File: src/rtl/qam_tx_upsampler_if.sv
// Sample-path bundle for qam_tx_upsampler: symbol/sample enables, symbol
// data in, I/Q samples and status out. The master drives the inputs; the
// upsampler attaches as the slave.
interface qam_tx_upsampler_if #(
    parameter int WIDTH         = 18,
    parameter int BITS_PER_AXIS = 2,
    parameter int UPSAMPLE      = 4
);
    logic                          sym_clk_en;
    logic                          sam_clk_en;
    logic                          enable;
    logic                          hold_mode;
    logic [2*BITS_PER_AXIS-1:0]    data_in;
    logic signed [WIDTH-1:0]       i_out;
    logic signed [WIDTH-1:0]       q_out;
    logic [$clog2(UPSAMPLE)-1:0]   sam_phase;
    logic                          sym_strobe;
    logic                          sync_err;
    logic                          overrun;

    modport master (
        output sym_clk_en, sam_clk_en, enable, hold_mode, data_in,
        input  i_out, q_out, sam_phase, sym_strobe, sync_err, overrun
    );

    modport slave (
        input  sym_clk_en, sam_clk_en, enable, hold_mode, data_in,
        output i_out, q_out, sam_phase, sym_strobe, sync_err, overrun
    );
endinterface

File: src/rtl/qam_tx_upsampler.sv
// QAM transmit mapper and upsampler. Each symbol is mapped to signed I/Q
// amplitudes, parked in a one-deep pending register, and released on the
// next sample enable. Between symbols it emits zeros (zero-stuff) or repeats
// the last sample (sample-and-hold).
// Optional build macro: QAM_GRAY_MAP_EN -- Gray-decode each axis field
// before mapping; when undefined the field is used as natural binary.
module qam_tx_upsampler #(
    parameter int WIDTH         = 18,
    parameter int BITS_PER_AXIS = 2,
    parameter int UPSAMPLE      = 4,
    parameter int SYM_MAG       = 98304
) (
    input  logic               clk,
    input  logic               reset_n,
    qam_tx_upsampler_if.slave  bus
);
    localparam int PH_W   = $clog2(UPSAMPLE);
    localparam int LEVELS = (1 << BITS_PER_AXIS) - 1;
    localparam int STEP   = SYM_MAG / LEVELS;
    localparam logic [PH_W-1:0] PH_LAST = PH_W'(UPSAMPLE - 1);

    logic signed [WIDTH-1:0] i_map;
    logic signed [WIDTH-1:0] q_map;
    logic signed [WIDTH-1:0] pend_i;
    logic signed [WIDTH-1:0] pend_q;
    logic                    pending;
    logic [PH_W-1:0]         phase_next;
    logic                    phase_wrap;

    // Axis field -> level index L.
    function automatic logic [BITS_PER_AXIS-1:0] axis_level(
        input logic [BITS_PER_AXIS-1:0] field
    );
`ifdef QAM_GRAY_MAP_EN
        logic [BITS_PER_AXIS-1:0] lvl;
        lvl[BITS_PER_AXIS-1] = field[BITS_PER_AXIS-1];
        for (int b = BITS_PER_AXIS - 2; b >= 0; b--) begin
            lvl[b] = lvl[b+1] ^ field[b];
        end
        return lvl;
`else
        return field;
`endif
    endfunction

    // Level index -> signed amplitude, (2L - LEVELS) * STEP at 64-bit precision.
    function automatic logic signed [WIDTH-1:0] axis_amp(
        input logic [BITS_PER_AXIS-1:0] field
    );
        longint lvl;
        longint prod;
        lvl  = longint'(axis_level(field));
        prod = (lvl + lvl - longint'(LEVELS)) * longint'(STEP);
        return prod[WIDTH-1:0];
    endfunction

    assign i_map = axis_amp(bus.data_in[2*BITS_PER_AXIS-1:BITS_PER_AXIS]);
    assign q_map = axis_amp(bus.data_in[BITS_PER_AXIS-1:0]);

    assign phase_wrap = (bus.sam_phase == PH_LAST);
    assign phase_next = phase_wrap ? '0 : bus.sam_phase + 1'b1;

    // Symbol capture, sample release, phase tracking and sticky status.
    // NOTE: every register here is assigned with <= so all updates see the
    // pre-edge values regardless of statement order inside the block.
    always_ff @(posedge clk) begin
        if (!reset_n) begin
            bus.i_out      <= '0;
            bus.q_out      <= '0;
            bus.sam_phase  <= '0;
            bus.sym_strobe <= 1'b0;
            bus.sync_err   <= 1'b0;
            bus.overrun    <= 1'b0;
            pending        <= 1'b0;
            // NOTE: the pending sample register is reset too, so a symbol
            // captured before reset can never leak out afterwards.
            pend_i         <= '0;
            pend_q         <= '0;
        end else if (!bus.enable) begin
            bus.i_out      <= '0;
            bus.q_out      <= '0;
            bus.sam_phase  <= '0;
            bus.sym_strobe <= 1'b0;
            pending        <= 1'b0;
        end else begin
            bus.sym_strobe <= 1'b0;

            if (bus.sam_clk_en) begin
                if (pending || bus.sym_clk_en) begin
                    // A coincident new symbol wins over an older pending one.
                    bus.i_out      <= bus.sym_clk_en ? i_map : pend_i;
                    bus.q_out      <= bus.sym_clk_en ? q_map : pend_q;
                    bus.sam_phase  <= '0;
                    bus.sym_strobe <= 1'b1;
                end else begin
                    bus.sam_phase <= phase_next;
                    if (phase_wrap) begin
                        bus.sync_err <= 1'b1;
                    end
                    if (!bus.hold_mode) begin
                        bus.i_out <= '0;
                        bus.q_out <= '0;
                    end
                end
            end

            if (bus.sym_clk_en) begin
                pend_i <= i_map;
                pend_q <= q_map;
                if (pending && !bus.sam_clk_en) begin
                    bus.overrun <= 1'b1;
                end
            end

            pending <= !bus.sam_clk_en && (pending || bus.sym_clk_en);
        end
    end
endmodule

File: src/flat_wrapper.sv
// flat-port wrapper written by rule: the top's interface ports become plain ports
module qam_tx_upsampler_flat 
#(
    parameter int WIDTH         = 18,
    parameter int BITS_PER_AXIS = 2,
    parameter int UPSAMPLE      = 4,
    parameter int SYM_MAG       = 98304
)
  (clk, reset_n, bus_sym_clk_en, bus_sam_clk_en, bus_enable, bus_hold_mode, bus_data_in, bus_i_out, bus_q_out, bus_sam_phase, bus_sym_strobe, bus_sync_err, bus_overrun);
  qam_tx_upsampler_if #(.WIDTH(WIDTH), .BITS_PER_AXIS(BITS_PER_AXIS), .UPSAMPLE(UPSAMPLE)) bus_i ();
  input  logic clk;
  input  logic reset_n;
  input wire logic [$bits(bus_i.sym_clk_en)-1:0] bus_sym_clk_en;
  input wire logic [$bits(bus_i.sam_clk_en)-1:0] bus_sam_clk_en;
  input wire logic [$bits(bus_i.enable)-1:0] bus_enable;
  input wire logic [$bits(bus_i.hold_mode)-1:0] bus_hold_mode;
  input wire logic [$bits(bus_i.data_in)-1:0] bus_data_in;
  output wire logic [$bits(bus_i.i_out)-1:0] bus_i_out;
  output wire logic [$bits(bus_i.q_out)-1:0] bus_q_out;
  output wire logic [$bits(bus_i.sam_phase)-1:0] bus_sam_phase;
  output wire logic [$bits(bus_i.sym_strobe)-1:0] bus_sym_strobe;
  output wire logic [$bits(bus_i.sync_err)-1:0] bus_sync_err;
  output wire logic [$bits(bus_i.overrun)-1:0] bus_overrun;
  assign bus_i.sym_clk_en = bus_sym_clk_en;
  assign bus_i.sam_clk_en = bus_sam_clk_en;
  assign bus_i.enable = bus_enable;
  assign bus_i.hold_mode = bus_hold_mode;
  assign bus_i.data_in = bus_data_in;
  assign bus_i_out = bus_i.i_out;
  assign bus_q_out = bus_i.q_out;
  assign bus_sam_phase = bus_i.sam_phase;
  assign bus_sym_strobe = bus_i.sym_strobe;
  assign bus_sync_err = bus_i.sync_err;
  assign bus_overrun = bus_i.overrun;
  qam_tx_upsampler #(.WIDTH(WIDTH), .BITS_PER_AXIS(BITS_PER_AXIS), .UPSAMPLE(UPSAMPLE), .SYM_MAG(SYM_MAG)) u_core (.clk(clk), .reset_n(reset_n), .bus(bus_i));
endmodule
File: config.mk
export PLATFORM = sky130hd
export DESIGN_NAME = qam_tx_upsampler_flat
export DESIGN_NICKNAME = d
export VERILOG_FILES = /design/src/rtl/qam_tx_upsampler_if.sv /design/src/rtl/qam_tx_upsampler.sv /design/src/flat_wrapper.sv
export SDC_FILE = /design/constraint.sdc
export NUM_CORES = 1
export LEC_CHECK = 0
export CORE_ASPECT_RATIO = 0.8
export CORE_UTILIZATION = 30
export CTS_CLUSTER_DIAMETER = 150
export DETAILED_ROUTE_END_ITERATION = 6
export PLACE_DENSITY = 0.5
export SLEW_MARGIN = 20
export SYNTH_ARGS = -nofsm -noshare
export SYNTH_HDL_FRONTEND = slang
export SYNTH_SLANG_ARGS = --single-unit
File: constraint.sdc
create_clock -name clk -period 1.25 [get_ports clk]
set_clock_uncertainty 0.1 [all_clocks]
set_input_delay 0.125 -clock clk [delete_from_list [all_inputs] [get_ports clk]]
set_output_delay 0.125 -clock clk [all_outputs]
set_load 0.05 [all_outputs]
==> results.md, run 1 <==
- Yosys warnings: 0
- Mapped Area: 2770 µm²
- Sw frac: 0.211
- First-pass GRT wire length: 9.98 mm
- Buffers added on ports: 50
- DR vias: 2028
- Required time of the critical path: 1.40 ns
- TritonRoute pass-1 iters: 4
- Detail Route Antenna Nets: 0
- Pwr Total: 5.67 mW
- Async set-reset flop share out of synthesis: 0
- Worst r2r dst: u_core.bus.i_out[0]$_SDFFE_PN0P_
- Congestion Overflow GR: 0
- Largest area contributor in the netlist: dfxtp_1
- Unrepaired setup endpoints after global routing: true
- Initial DRC Count: 69
- Clock root cell: clkbuf_16
- Netlist cell types: 31
- Most frequent cells in the layout: dfxtp_1 (75), nand2_1 (60), buf_12 (43), mux2i_1 (30), and3_1 (30)
- Post-Syn Area per Cell: 10.2 µm²
- FILL cells: 801
- H-tree lvl count: 3
- CP arrival: 1.49 ns
- Clock net sink count: 78
- Die Width: 109 µm
- Hold Path Class: input port to flop
- Fin crit period: 1.33 ns
- Chip height: 88.0 µm
- Crit. End Element: flop
- Psw: 1.20 mW
- Share of layout cells above drive strength 1: 0.296
- CORE AREA: 8710 µm²
- Worst reg2reg startpoint: u_core.pending$_SDFF_PN0_
- DR WL/cell: 13.9 µm
- Slew Limit Fails: 0
- Max cap viols: 0
- Setup WS pre-CTS: -0.461 ns
- Syn Nets: 284
- Outcome: finished, violations left
- Setup crit end: u_core.bus.i_out[0]$_SDFFE_PN0P_
- CTS buffer count: 9
- Final-stage net count: 347
- Hold Vio Cnt, Final: 0
- Final WL: 6.28 mm
- GRT Util Overall: 0.139
- Post-DP HPWL: 3.82 mm
- Initial Util: 0.318
- Synth Register Bits: 78
- Slack of the critical path: -0.0817 ns
- Cells after synthesis: 273
- R2R Setup Slk: -0.06 ns
- CTS tree: yes
- Seq/Total Area, Yosys: 0.563
- Peak supply drop: 0.000609 V
- Critical path class: input port to flop
- CTS Hold Bufs: 0
- Layout area overhead: 55.9%
- Vias per cell: 4.48
- Internal power: 4.47 mW
- Most common cell after layout, fill and taps aside: dfxtp_1
- FF-to-FF path depth: 5
- Post-synth EDFFs: 0
- Comb pwr share: 0.061
- Clock power share: 0.494
- Pin count of the biggest net entering global routing: 31
- DRC violations left: 0
- PD cells: 1310 nW/µm²
- Critical Path Source: bus_enable
- Antenna violations before repair: 0
- Vias in the first global route: 1952
- DIE AREA: 9630 µm²
- IO Count: 51
- FMAX: 751 MHz
- Failing checks: negative setup slack
- Clk Latency, worst-skew pair: 0.33 ns
- Worst Tran Pin Value: 0.275 ns
- Predominant post-synthesis flop cell: dfxtp_1
- Leakage: 1.87 nW
- Antenna Diode Count: 0
- Final setup fails: 30
- Worst Path Max Fanout: 8
- Slew headroom: 0.816
- Row Count: 30
- Maximum root-to-sink buffer count: 2
- Worst setup SP type: input port
- Reg power frac: 0.445
- Clock-pin slew on the worst setup and hold paths: 0.06 ns
- Area share of the largest cell type after synthesis: 0.563
- Gpl congestion: 0.751
- Final Cycle Share: 1.07
- Ranking of synthesized cells by area: dfxtp_1 (56%), mux2i_1 (11%), nand2_1 (9.6%), and3_1 (6.8%), buf_12 (2.2%)
## routing by layer
| layer | global-route usage | vias to the layer above | wire length [µm] |
|---|---|---|---|
| met5 | 0 | - | 0 |
| met2 | 0.202 | 43 | 2700 |
| li1 | - | 1043 | - |
| met3 | 0.0439 | 7 | 214 |
| met4 | 0.0473 | 0 | 49 |
| met1 | 0.193 | 935 | 3310 |
## layout make-up
| class | count | area (µm²) | share of cell area |
|---|---|---|---|
| clock buffers | 11 | 243 | 0.0562 |
| clock inverters | 5 | 82.6 | 0.0191 |
| inverters | 2 | 7.51 | 0.00174 |
| multi-input cells | 172 | 1110 | 0.258 |
| flip-flops and latches | 78 | 1570 | 0.363 |
| well taps | 112 | 140 | 0.0324 |
| repair buffers | 73 | 1170 | 0.270 |
## cells by family after synthesis
logic type / count (synthesis) / synth area share
buffers and inverters: 23 / 0.0555
adders and majority gates: 1 / 0.00451
DFF: 78 / 0.563
and+or+nand+nor: 120 / 0.209
muxes: 30 / 0.108
AOI/OAI and AO/OA: 21 / 0.0591
## how the worst min path moves through the flow
| stage | slack (ns) | end | startpoint | cells after the start |
|---|---|---|---|---|
| 3_3_place_gp | 0.34 | u_core.bus.q_out[13]$_SDFFE_PN0P_ | u_core.pend_q[13]$_SDFFE_PN0P_ | 2 |
| 3_5_place_dp | 0.34 | u_core.bus.q_out[3]$_SDFFE_PN0P_ | u_core.pend_q[3]$_SDFFE_PN0P_ | 2 |
| 4_1_cts | 0.30 | u_core.pend_i[16]$_SDFFE_PN0P_ | bus_data_in[2] | 3 |
| 6_report | 0.24 | u_core.pending$_SDFF_PN0_ | bus_sym_clk_en | 4 |
| 5_1_grt | 0.26 | u_core.pending$_SDFF_PN0_ | bus_sym_clk_en | 4 |
| 2_1_floorplan | 0.16 | u_core.pend_i[16]$_SDFFE_PN0P_ | bus_data_in[2] | 2 |
## worst max-delay path, cell delays in order
cell and delay [ns]:
clkdlybuf4s50_1 0.62, and4b_4 0.37, clkbuf_16 0.20, nand2_2 0.04
mux2i_1 0.12
## Yosys cell counts (all sizes together) (2+ instances only)
| cell | number |
|---|---|
| dfxtp | 78 |
| nand2 | 71 |
| and3 | 30 |
| mux2i | 30 |
| buf | 13 |
| clkbuf | 8 |
| a21oi | 4 |
| a32o | 4 |
| nor2 | 4 |
| nor3b | 3 |
| o21a | 3 |
| a21boi | 2 |
| a221oi | 2 |
| and2 | 2 |
| inv | 2 |
| nand2b | 2 |
| nand3 | 2 |
| o211a | 2 |
| o21ai | 2 |
| or2 | 2 |
## per-stage QoR
stage          hold WS [ns]  cell area [µm²]  cells  utilization  TNS [ns]
2_1_floorplan         0.160             2780    273            -         0
3_3_place_gp          0.338             3850    433        0.443    -22.97
3_5_place_dp          0.340             3850    433        0.443    -24.19
4_1_cts               0.296             4200    449        0.482    -0.210
5_1_grt               0.261             4320    453        0.496     -2.75
6_report              0.240             4320    453        0.496     -1.48
## power groups by stage
stage	clock, mW	sequential (mW)	combinational (mW)
after floorplan	0	2.60	0.182
after global placement	0	2.58	0.328
after detailed placement	0	2.58	0.331
after CTS	2.88	2.52	0.338
after global routing	2.99	2.52	0.371
final	2.80	2.52	0.346
## registers in the layout, indices dropped and copies added (netlist names)
signal                 cells
u_core.bus.overrun         1
u_core.pending             1
u_core.bus.sync_err        1
u_core.bus.sam_phase       2
u_core.bus.q_out          18
u_core.pend_q             18
u_core.bus.sym_strobe      1
u_core.pend_i             18
u_core.bus.i_out          18
## what timing repair did
| action | in CTS | in global routing |
|---|---|---|
| setup buffers | 0 | 1 |
| cloned | 0 | 3 |
| resized for setup | 5 | 20 |
| pin swaps | 0 | 8 |
| setup endpoints to repair | 32 | 37 |
| hold endpoints to repair | 0 | 0 |
Note: power is estimated with default switching activity, not from simulation.
==> run 2, diff against run 1 <==
--- a/config.mk
+++ b/config.mk
@@ -5,11 +5,13 @@
 export SDC_FILE = /design/constraint.sdc
 export NUM_CORES = 1
 export LEC_CHECK = 0
-export CORE_ASPECT_RATIO = 0.8
+export CAP_MARGIN = 15
+export CORE_ASPECT_RATIO = 0.5
 export CORE_UTILIZATION = 30
 export CTS_CLUSTER_DIAMETER = 150
 export DETAILED_ROUTE_END_ITERATION = 6
 export PLACE_DENSITY = 0.5
+export SETUP_SLACK_MARGIN = 0.15
 export SLEW_MARGIN = 20
 export SYNTH_ARGS = -nofsm -noshare
 export SYNTH_HDL_FRONTEND = slang
==> results.md, run 2 (synthesized netlist as in run 1, its figures left out) <==
- Row Count: 24 (-20%)
- DR WL/cell: 12.7 µm (-8.0%)
- Psw: 1.16 mW (-3.2%)
- Outcome: finished, violations left
- Final instance area: 4320 µm² (-0.14%)
- Worst hold start: reset_n
- Pin count of the biggest net entering global routing: 37 (+19%)
- DIE AREA: 9650 µm² (+0.22%)
- Antenna violations before repair: 0 (unchanged)
- Reg power frac: 0.433 (-0.012)
- Congestion Overflow GR: 0 (unchanged)
- Fin crit period: 1.25 ns (-0.0791 ns)
- Clock net sink count: 78 (unchanged)
- H-tree lvl count: 3 (unchanged)
- Clock power share: 0.509 (+0.015)
- Critical path class: flop to flop
- Failing checks: negative setup slack
- Initial Util: 0.314 (-0.00433)
- Buffers added on ports: 50 (unchanged)
- Clock root cell: clkbuf_16
- Pwr Total: 5.83 mW (+2.7%)
- IO Count: 51 (unchanged)
- Required time of the critical path: 1.37 ns (-0.03 ns)
- Share of layout cells above drive strength 1: 0.370 (+0.0736)
- Worst r2r dst: u_core.bus.q_out[17]$_SDFFE_PN0P_
- TritonRoute pass-1 iters: 4 (unchanged)
- Hold EP: u_core.bus.overrun$_SDFFE_PN0P_
- Chip height: 70.0 µm (-20%)
- FF-to-FF path depth: 4 (-1)
- GRT Util Overall: 0.133 (-0.00521)
- Initial DRC Count: 80 (+16%)
- Gpl congestion: 0.718 (-4.4%)
- Antenna Diode Count: 0 (unchanged)
- Final non-filler cell total: 455 (+0.44%)
- Worst Path Max Fanout: 8 (unchanged)
- Final setup fails: 1 (-97%)
- DR vias: 2066 (+1.9%)
- Final-stage net count: 344 (-0.86%)
- Die Width: 138 µm (+26%)
- Worst reg2reg startpoint: u_core.pending$_SDFF_PN0_
- Vias per cell: 4.54 (+1.4%)
- Detail Route Antenna Nets: 0 (unchanged)
- Layout area overhead: 55.6%
- Comb pwr share: 0.058 (-0.003)
- Setup TNS: -0.00262 ns (+1.48 ns)
- Worst hold path depth: 3 (-1)
- Critical Path Source: u_core.pending$_SDFF_PN0_
- Hold Vio Cnt, Final: 0 (unchanged)
- Post-DP HPWL: 4.09 mm (+7.0%)
- Final WL: 5.80 mm (-7.6%)
- Worst Tran Pin Value: 0.222 ns (-0.0535 ns)
- FILL cells: 815 (+1.7%)
- Sw frac: 0.199 (-0.0123)
- Leakage: 1.86 nW (-0.53%)
- CTS tree: yes
- CP arrival: 1.37 ns (-0.12 ns)
- FMAX: 798 MHz (+6.3%)
- Clk Latency, worst-skew pair: 0.33 ns (about the same)
- Peak supply drop: 0.000670 V (+9.9%)
- PD cells: 1350 nW/µm² (+2.9%)
- Dpl cells: 437 (+0.92%)
- Worst hold slack: 0.162 ns (-0.0777 ns)
- Clock-pin slew on the worst setup and hold paths: 0.06 ns (about the same)
- Worst setup SP type: flop
- Internal power: 4.67 mW (+4.3%)
- Maximum root-to-sink buffer count: 2 (unchanged)
- Placed inst area: 3850 µm² (about the same)
- Max cap viols: 0 (unchanged)
- R2R Setup Slk: -0.003 ns (+0.06 ns)
- Slew Limit Fails: 0 (unchanged)
- Hold Path Class: input port to flop
- First-pass GRT wire length: 9.75 mm (-2.3%)
- Unrepaired setup endpoints after global routing: true
- Slew headroom: 0.852 (+0.0356)
- Crit. End Element: flop
- Most frequent cells in the layout: nand2_1 (71), buf_12 (44), dfxtp_1 (39), dfxtp_2 (37)
- Slack of the critical path: -0.00262 ns (+0.0791 ns)
- DRC violations left: 0 (unchanged)
- CORE AREA: 8830 µm² (+1.4%)
- Final Cycle Share: 1.00 (-0.0633)
- Most common cell after layout, fill and taps aside: nand2_1
- Vias in the first global route: 1998 (+2.4%)
- CTS buffer count: 9 (unchanged)
-- run 2: cell types whose count changed in the layout (fill, tap and decap cells not counted), sizes merged, moves of 2 or more --
cell / before / now
clkinvlp: 3 / 0
clkinv: 0 / 3
clkbuf: 13 / 10
dlygate4sd2: 0 / 2
-- run 2: area by class of cell --
class | count | area, µm² | share of cell area
clock buffer | 10 | 239 | 0.0554
sequential | 78 | 1620 | 0.374
clock inverter | 6 | 109 | 0.0252
multi-input combinational | 172 | 1080 | 0.251
inverter | 2 | 7.51 | 0.00174
tap | 117 | 146 | 0.0339
timing repair buffer | 70 | 1110 | 0.258
-- run 2: power groups by stage --
stage / registers [mW] / logic, mW / clock network [mW]
floorplan: 2.60 / 0.182 / 0
global placement: 2.58 / 0.319 / 0
detailed placement: 2.58 / 0.326 / 0
CTS: 2.52 / 0.334 / 3.05
global route: 2.52 / 0.364 / 3.19
finish: 2.52 / 0.340 / 2.96
-- run 2: worst max path at each step --
stage,end
global route,u_core.bus.i_out[5]$_SDFFE_PN0P_
floorplan,u_core.bus.i_out[0]$_SDFFE_PN0P_
detailed placement,u_core.bus.i_out[5]$_SDFFE_PN0P_
finish,u_core.bus.q_out[17]$_SDFFE_PN0P_
global placement,u_core.pend_q[17]$_SDFFE_PN0P_
CTS,u_core.bus.i_out[5]$_SDFFE_PN0P_
-- run 2: stage by stage --
| step | util | setup slack (ns) |
|---|---|---|
| floorplan | - | 0.0554 |
| global placement | 0.436 | -0.343 |
| detailed placement | 0.436 | -0.417 |
| CTS | 0.482 | 0.00704 |
| global route | 0.489 | -0.0579 |
| finish | 0.489 | -0.00262 |
-- run 2: what timing repair did --
item,in CTS,in global routing
setup buffers,0,2
setup endpoints to repair,88,96
endpoints found under the hold margin,0,0
resized for setup,27,27
hold buffers,0,0
pin swaps,1,1
-- run 2: worst max-delay path: stages, from the launching register on --
cell	delay, ns
dfxtp_4	0.36
nor2_4	0.04
a21bo_4	0.27
buf_4	0.15
a32o_1	0.23
-- run 2: metal layers --
| metal | wire, µm | vias up | track usage |
|---|---|---|---|
| li1 | - | 1035 | - |
| met1 | 2710 | 979 | 0.167 |
| met2 | 2740 | 40 | 0.206 |
| met3 | 225 | 12 | 0.0443 |
| met4 | 119 | 0 | 0.0628 |
| met5 | 0 | - | 0 |
==> run 3, diff against run 2 <==
--- a/config.mk
+++ b/config.mk
@@ -7,6 +7,7 @@
 export LEC_CHECK = 0
 export CAP_MARGIN = 15
 export CORE_ASPECT_RATIO = 0.5
+export CORE_MARGIN = 2
 export CORE_UTILIZATION = 30
 export CTS_CLUSTER_DIAMETER = 150
 export DETAILED_ROUTE_END_ITERATION = 6
==> results.md, run 3 (synthesized netlist as in run 1, its figures left out) <==
- Fin crit period: 1.25 ns (+0.00203 ns)
- DRC violations left: 0 (unchanged)
- Gpl congestion: 0.768 (+7.0%)
- DR WL/cell: 12.9 µm (+1.3%)
- Share of layout cells above drive strength 1: 0.379 (+0.00959)
- First-pass GRT wire length: 9.83 mm (+0.85%)
- Die Width: 140 µm (+1.4%)
- Worst Path Max Fanout: 15 (+7)
- H-tree lvl count: 3 (unchanged)
- Clock root cell: clkbuf_16
- Failing checks: negative setup slack
- Most frequent cells in the layout: nand2_1 (71), buf_12 (44), dfxtp_2 (38), dfxtp_1 (37), and3_1 (30)
- Maximum root-to-sink buffer count: 2 (unchanged)
- Row Count: 24 (unchanged)
- Final-stage net count: 346 (+0.58%)
- Buffers added on ports: 50 (unchanged)
- Slew Limit Fails: 0 (unchanged)
- Slack of the critical path: -0.00465 ns (-0.00203 ns)
- DR vias: 2029 (-1.8%)
- Vias per cell: 4.44 (-2.2%)
- Initial Util: 0.314 (unchanged)
- Crit path cell chain: nor2_4 > a21bo_4 > buf_12 > mux2i_2
- Chip height: 72.0 µm (+2.9%)
- CTS tree: yes
- Outcome: finished, violations left
- Pin count of the biggest net entering global routing: 31 (-16%)
- Hold Path Class: input port to flop
- Congestion Overflow GR: 0 (unchanged)
- Post-DP HPWL: 4.19 mm (+2.4%)
- PD cells: 1270 nW/µm² (-5.7%)
- FILL cells: 811 (-0.49%)
- CP max stage cell: dfxtp_4
- Peak supply drop: 0.000921 V (+38%)
- Leakage: 1.84 nW (-0.79%)
- FMAX: 797 MHz (-0.16%)
- CP arrival: 1.40 ns (+0.03 ns)
- Unrepaired setup endpoints after global routing: true
- DIE AREA: 10100 µm² (+4.3%)
- Layout area overhead: 54.6%
- Pwr Total: 5.46 mW (-6.3%)
- Max cap viols: 0 (unchanged)
- Most common cell after layout, fill and taps aside: nand2_1
- IO Count: 51 (unchanged)
- Critical Path Max Stage Delay: 0.35 ns (about the same)
- Antenna violations before repair: 0 (unchanged)
- CP top delay family: flip-flops
- Slew headroom: 0.844 (-0.00780)
- CTS Hold Bufs: 0 (unchanged)
- CTS buffer count: 9 (unchanged)
- Clk Latency, worst-skew pair: 0.33 ns (about the same)
- Critical path class: flop to flop
- TritonRoute pass-1 iters: 4 (unchanged)
- Final Cycle Share: 1.00 (+0.00163)
- Detail Route Antenna Nets: 0 (unchanged)
- Final setup fails: 2 (+1)
- Worst setup SP type: flop
- Antenna Diode Count: 0 (unchanged)
- Initial DRC Count: 86 (+7.5%)
- CORE AREA: 8830 µm² (unchanged)
- GRT Util Overall: 0.124 (-0.00965)
- Critical path buffers and inverters: 1 (unchanged)
- Worst Tran Pin Value: 0.234 ns (+0.0127 ns)
- Setup WS pre-CTS: -0.456 ns (-0.0388 ns)
- Clock net sink count: 78 (unchanged)
- Crit. End Element: flop
- Final WL: 5.91 mm (+1.8%)
- Required time of the critical path: 1.40 ns (+0.03 ns)
- Hold Vio Cnt, Final: 0 (unchanged)
- Clock-pin slew on the worst setup and hold paths: 0.06 ns (about the same)
- Vias in the first global route: 2080 (+4.1%)
==> run 3: path summary, 6_finish.rpt <==
check,from,endpoint,slack (ns),cells after the start
worst max-delay path,u_core.pending$_SDFF_PN0_,u_core.bus.i_out[13]$_SDFFE_PN0P_,-0.005,4
worst min-delay path,reset_n,u_core.bus.sync_err$_SDFFE_PN0P_,0.18,3
worst max register to register,u_core.pending$_SDFF_PN0_,u_core.bus.i_out[13]$_SDFFE_PN0P_,-0.005,4
worst min register to register,u_core.pend_i[1]$_SDFFE_PN0P_,u_core.bus.i_out[1]$_SDFFE_PN0P_,0.35,2
==> run 3: layout make-up <==
| cell class | instances | area, µm² | share of cell area |
|---|---|---|---|
| Inverter | 2 | 7.51 | 0.00175 |
| Clock buffer | 12 | 256 | 0.0598 |
| Timing Repair Buffer | 72 | 1120 | 0.261 |
| Clock inverter | 4 | 45.0 | 0.0105 |
| Tap cell | 117 | 146 | 0.0342 |
| Multi-Input combinational cell | 172 | 1090 | 0.255 |
| Sequential cell | 78 | 1620 | 0.378 |
==> run 3: metrics by stage <==
step | cells | utilization | hold WS, ns | area [µm²] | TNS [ns]
4_1_cts | 453 | 0.476 | 0.281 | 4200 | -0.00497
6_report | 457 | 0.486 | 0.179 | 4290 | -0.00618
2_1_floorplan | 273 | - | 0.160 | 2780 | 0
3_3_place_gp | 437 | 0.438 | 0.343 | 3860 | -21.97
3_5_place_dp | 437 | 0.438 | 0.350 | 3860 | -23.67
5_1_grt | 457 | 0.486 | 0.194 | 4290 | -1.03
==> run 3: power by group <==
group          internal [mW]  switching (mW)
Clock                   1.64           0.947
Combinational          0.169           0.180
Sequential              2.50          0.0158
==> run 3: worst min-delay path, stage by stage <==
cell and delay (ns):
dlymetal6s2s_1 0.17, buf_4 0.15, nor2b_1 0.12
==> run 3: per-layer routing <==
metal  global-route usage  vias to the layer above  wire, µm
met5                    0                        -         0
met4               0.0400                        0        85
met3               0.0482                        8       270
met2                0.211                       37      2750
met1                0.146                      943      2800
li1                     -                     1041         -
==> run 3: what timing repair did <==
item	4_1_cts	5_1_grt
setup endpoints to repair	90	62
setup buffers	0	4
resized for setup	24	29
endpoints found under the hold margin	0	0
cloned	0	0
pin swaps	1	6
